===== src/rtl/alu_cmd_sequencer.sv =====
// Command sequencer for the combinational 8-bit ALU: a FIFO of commands feeds a registered
// issue slot that drives the ALU, and a registered result stage captures its output.
module alu_cmd_sequencer #(
   parameter int DEPTH = 4,
   parameter int WIDTH = 8
) (
   input  logic                         clk,
   input  logic                         rst,
   input  logic                         cmd_valid,
   output logic                         cmd_ready,
   input  logic [WIDTH-1:0]             cmd_a,
   input  logic [WIDTH-1:0]             cmd_b,
   input  logic [WIDTH-1:0]             cmd_c,
   input  logic [WIDTH-1:0]             cmd_d,
   input  logic [3:0]                   cmd_opcode,
   input  logic                         cmd_sel,
   input  logic                         flush,
   output logic [WIDTH-1:0]             alu_a,
   output logic [WIDTH-1:0]             alu_b,
   output logic [WIDTH-1:0]             alu_c,
   output logic [WIDTH-1:0]             alu_d,
   output logic [3:0]                   alu_opcode,
   output logic                         alu_sel,
   input  logic [WIDTH-1:0]             alu_result,
   input  logic                         alu_zero,
   output logic                         res_valid,
   input  logic                         res_ready,
   output logic [WIDTH-1:0]             res_data,
   output logic                         res_zero,
   output logic                         res_err,
   output logic [$clog2(DEPTH+1)-1:0]   fifo_count,
   output logic                         busy
);

   localparam int PW = (DEPTH > 1) ? $clog2(DEPTH) : 1;
   localparam int CW = $clog2(DEPTH + 1);
   localparam logic [CW-1:0] FULL_COUNT = CW'(DEPTH);

   typedef struct packed {
      logic [WIDTH-1:0] a;
      logic [WIDTH-1:0] b;
      logic [WIDTH-1:0] c;
      logic [WIDTH-1:0] d;
      logic [3:0]       opcode;
      logic             sel;
   } cmd_t;

   cmd_t             r_mem [DEPTH];
   logic [PW-1:0]    r_wrPtr;
   logic [PW-1:0]    r_rdPtr;
   logic [CW-1:0]    r_count;
   logic             r_issueValid;
   cmd_t             r_issue;
   logic             r_resValid;
   logic [WIDTH-1:0] r_resData;
   logic             r_resZero;
   logic             r_resErr;

   cmd_t             w_incoming;
   logic             w_push;
   logic             w_pop;
   logic             w_retire;
   logic             w_drain;
   logic             w_fifoEmpty;

   assign w_incoming  = '{a: cmd_a, b: cmd_b, c: cmd_c, d: cmd_d,
                          opcode: cmd_opcode, sel: cmd_sel};
   assign w_fifoEmpty = (r_count == '0);

   // A full FIFO refuses new commands even when the head is leaving this cycle.
   assign cmd_ready = !flush && (r_count < FULL_COUNT);
   assign w_push    = cmd_valid && cmd_ready;
   assign w_retire  = r_issueValid && (!r_resValid || res_ready) && !flush;
   assign w_pop     = (!r_issueValid || w_retire) && !w_fifoEmpty && !flush;
   assign w_drain   = r_resValid && res_ready && !w_retire;

   always_ff @(posedge clk or posedge rst) begin
      if (rst) begin
         for (int i = 0; i < DEPTH; i++) begin
            r_mem[i] <= '0;
         end
      end else if (w_push) begin
         r_mem[r_wrPtr] <= w_incoming;
      end
   end

   // Pointers wrap naturally because DEPTH is a power of two.
   always_ff @(posedge clk or posedge rst) begin
      if (rst) begin
         r_wrPtr <= '0;
         r_rdPtr <= '0;
         r_count <= '0;
      end else if (flush) begin
         r_wrPtr <= '0;
         r_rdPtr <= '0;
         r_count <= '0;
      end else begin
         if (w_push) begin
            r_wrPtr <= r_wrPtr + PW'(1);
         end
         if (w_pop) begin
            r_rdPtr <= r_rdPtr + PW'(1);
         end
         case ({w_push, w_pop})
            2'b10:   r_count <= r_count + CW'(1);
            2'b01:   r_count <= r_count - CW'(1);
            default: r_count <= r_count;
         endcase
      end
   end

   // The operand registers keep their last command when the slot empties.
   always_ff @(posedge clk or posedge rst) begin
      if (rst) begin
         r_issueValid <= 1'b0;
         r_issue      <= '0;
      end else if (flush) begin
         r_issueValid <= 1'b0;
      end else if (w_pop) begin
         r_issueValid <= 1'b1;
         r_issue      <= r_mem[r_rdPtr];
      end else if (w_retire) begin
         r_issueValid <= 1'b0;
      end
   end

   always_ff @(posedge clk or posedge rst) begin
      if (rst) begin
         r_resValid <= 1'b0;
         r_resData  <= '0;
         r_resZero  <= 1'b0;
         r_resErr   <= 1'b0;
      end else if (w_retire) begin
         r_resValid <= 1'b1;
         r_resData  <= alu_result;
         r_resZero  <= alu_zero;
         r_resErr   <= (r_issue.opcode > 4'b0111);
      end else if (w_drain) begin
         r_resValid <= 1'b0;
      end
   end

   assign alu_a      = r_issue.a;
   assign alu_b      = r_issue.b;
   assign alu_c      = r_issue.c;
   assign alu_d      = r_issue.d;
   assign alu_opcode = r_issue.opcode;
   assign alu_sel    = r_issue.sel;

   assign res_valid  = r_resValid;
   assign res_data   = r_resData;
   assign res_zero   = r_resZero;
   assign res_err    = r_resErr;
   assign fifo_count = r_count;
   assign busy       = !w_fifoEmpty || r_issueValid || r_resValid;

endmodule

===== config.mk =====
export PLATFORM = sky130hd
export DESIGN_NAME = alu_cmd_sequencer
export DESIGN_NICKNAME = d
export VERILOG_FILES = /design/src/rtl/alu_cmd_sequencer.sv
export SDC_FILE = /design/constraint.sdc
export NUM_CORES = 1
export LEC_CHECK = 0
export BUFFER_PORTS_ARGS = -buffer_cell sky130_fd_sc_hd__buf_4
export CAP_MARGIN = 20
export CORE_ASPECT_RATIO = 0.5
export CORE_UTILIZATION = 35
export DETAILED_ROUTE_END_ITERATION = 10
export PLACE_DENSITY = 0.51
export SLEW_MARGIN = 20
export SYNTH_ARGS = -nofsm -noshare
export SYNTH_HDL_FRONTEND = slang
export SYNTH_SLANG_ARGS = --single-unit

===== constraint.sdc =====
create_clock -name clk -period 5.5 [get_ports clk]
set_clock_uncertainty 0.1 [all_clocks]
set_input_delay 0.275 -clock clk [delete_from_list [all_inputs] [get_ports clk]]
set_output_delay 0.275 -clock clk [all_outputs]
set_load 0.01 [all_outputs]

==> impl_metrics.py <==
metrics = {
    "synthesis": {
        "yosys.area.top_type_share": 0.551,
        "async_flop_share": 1.00,
        "yosysSeqAreaShare": 0.551,
        "synthFlopType": "dfrtp_1",
        "syn_avg_cell_area_um2": 17.8,
        "synth_common_cells": "204 x dfrtp_1, 105 x mux2_2, 91 x mux2_4, 37 x mux4_2, 12 x buf_12",
        "syn_nets": 576,
        "ys_types": 38,
        "synth-edff-count": 0,
        "syn-instance-count": 520,
        "netlist_area_um2": 9260,
        "yosys.area.top_type": "dfrtp_1",
        "yosysMostFrequentCell": "dfrtp_1",
        "synth_area_leaders": "dfrtp_1 55%, mux2_4 15%, mux2_2 13%",
        "ys_ff_latch": 204,
        "ys.warnings.count": 0,
    },
    "placed_design": {
        "dp_hpwl_um": 11100,
        "dp_slack_ns": 2.91,
        "placed_cell_area_um2": 10100,
        "portBuffers": 103,
        "gp_congestion": 0.695,
        "dp.cells": 944,
    },
    "layout": {
        "fin_util": 0.442,
        "fin_cells": 1029,
        "post-route-cell-area_um2": 11300,
        "nNetsFinal": 728,
        "area_delta_synth_final_pct": 22.0,
        "antennaDiodeCount": 0,
        "drive_gt1_frac": 0.566,
        "fillers": 2257,
    },
    "run": {
        "cap_violations": 0,
    },
    "worst_hold_path": {
        "min-delay-start": "r_mem[49]",
        "worstHoldPathType": "flop to flop",
    },
    "global_routing": {
        "grt_max_degree": 65,
        "grt.total_usage": 0.148,
        "grt.overflow.total": 0,
        "grt_first_pass_wirelength_um": 31100,
        "grt_pass1_vias": 5332,
        "antenna_found_initial": 0,
    },
    "timing": {
        "final_max_slew_viol_count": 0,
        "hold_viol_final": 0,
        "setup_viol": 0,
        "fmax_mhz": 384,
        "worst-slew-pin-transition_ns": 0.889,
        "layout_worst_path_cycle_share": 0.473,
        "hold_ws_ns": 0.403,
        "fin_setup_tns_ns": 0,
        "period_needed_ns": 2.60,
        "setup_ws_ns": 2.90,
        "rsz0062_at_grt": "no",
        "max_slew_margin": 0.406,
    },
    "power_and_ir_drop": {
        "cellPowerDensity_nw_per_um2": 548,
        "power_leakage_nw": 4.99,
        "finalPower_mw": 6.19,
        "peakVddDrop_v": 0.000246,
    },
    "outcome": {
        "status": "complete, no violations",
    },
    "clocking": {
        "cts-root-buf": "clkbuf_16",
        "clock_sinks": 204,
        "clk_path_buf_depth": 3,
        "clk_pin_slew_ns": 0.06,
        "cts_setup_buffers": 0,
        "ctsHoldBuffers": 50,
        "cts_tree": "built",
        "cts_buffers": 20,
        "cts-resized-gates": 0,
        "insertion_delay_ns": 0.50,
        "h-tree-depth": 1,
    },
    "worst_setup_path": {
        "crit_type": "primary input to flop",
        "crit_fanout": 37,
        "critical_path_required_ns": 5.78,
        "reg2reg_from": "fifo_count[2]",
        "worstPathArrival_ns": 2.89,
        "crit_start": "flush",
        "setup.worst_path.start_class": "primary input",
        "setup.worst_path.end_class": "flop",
    },
    "die": {
        "core_area_um2": 25600,
        "die_area_um2": 27200,
        "ios": 104,
        "start_util": 0.362,
        "die_h_um": 117,
        "rows": 41,
        "die_x_um": 232,
    },
    "drt": {
        "num_vias": 4911,
        "drc": 0,
        "final_antenna_net_count": 0,
        "drt-vias-per-instance": 4.77,
        "firstDrtPassIters": 4,
        "wl_um": 19200,
        "wl_per_cell_um": 18.7,
        "first_iter_violations": 235,
    },
}
-- worst paths after layout --
kind	cells after the start	end	slack (ns)
max reg2reg	3	r_mem[35]	2.94
min in group asynchronous	3	r_mem[84]	0.42
max in group asynchronous	4	r_rdPtr[1]	3.51
min	1	r_mem[49]	0.40
max	5	r_mem[35]	2.90
min reg2reg	1	r_mem[49]	0.40
-- registers in the layout (all words and copies together), names as in the netlist --
register      flops
alu_a             8
alu_b             8
alu_c             8
alu_d             8
alu_opcode        4
alu_sel           1
fifo_count        3
r_issueValid      1
r_mem           148
r_rdPtr           2
r_wrPtr           2
res_data          8
res_err           1
res_valid         1
res_zero          1
-- kinds of logic (layout without fill, tap and decap cells) --
kind of cell,Yosys count,after routing,synth area share
xor+xnor,3,3,0.00284
flops,204,204,0.551
simple gates,31,31,0.0227
buf+inv,33,198,0.0420
mux,235,235,0.367
compound gates,9,9,0.00635
fa+ha+maj,5,5,0.00757
-- per-layer routing --
layer | vias up | global-route usage | routed length [um]
met5 | - | 0 | 0
met4 | 0 | 0.0355 | 383
met3 | 31 | 0.0300 | 560
met2 | 56 | 0.235 | 8920
met1 | 2607 | 0.210 | 9330
li1 | 2217 | - | -
-- cell usage in the layout (no fill, tap or decap), types with 2 or more instances in the layout --
| cell type | instances |
|---|---|
| nor2_1 | 5 |
| and2_2 | 2 |
| a21oi_1 | 2 |
| nand2b_1 | 2 |
| ha_1 | 4 |
| clkbuf_16 | 21 |
| clkinv_2 | 2 |
| o21ai_0 | 2 |
| nand3_1 | 2 |
| or3_1 | 2 |
| dfrtp_2 | 2 |
| nor3_1 | 2 |
| nor4_1 | 2 |
| dfrtp_1 | 202 |
| dlygate4sd3_1 | 50 |
| mux2_4 | 91 |
| clkbuf_1 | 6 |
| buf_4 | 110 |
| mux4_2 | 37 |
| mux2i_1 | 2 |
| a31oi_1 | 2 |
| nor2b_1 | 2 |
| mux2_2 | 105 |
| clkbuf_8 | 5 |
| xnor2_1 | 3 |
| inv_1 | 2 |
| and2_4 | 3 |
-- worst max-delay path, stage by stage --
cell           delay [ns]
dlygate4sd3_1        0.53
buf_4                0.20
nor3b_2              0.61
and2_4               0.80
mux2_2               0.41
-- report_power, final --
| part | leakage [nW] | switching [mW] | internal [mW] |
|---|---|---|---|
| logic | 2.14 | 0.699 | 1.44 |
| clock network | 0.324 | 0.578 | 0.814 |
| registers | 2.53 | 0.430 | 2.23 |
| total | 4.99 | 1.71 | 4.48 |
-- layout make-up --
cell class | count | area (um^2) | area share
Clock buffer | 32 | 617 | 0.0546
Clock inverter | 3 | 40.0 | 0.00354
Inverter | 3 | 15.0 | 0.00133
Multi-Input combinational cell | 283 | 3770 | 0.333
Sequential cell | 204 | 5110 | 0.452
Tap cell | 344 | 430 | 0.0381
Timing Repair Buffer | 160 | 1330 | 0.117
Note: power is estimated with default switching activity, not from simulation.
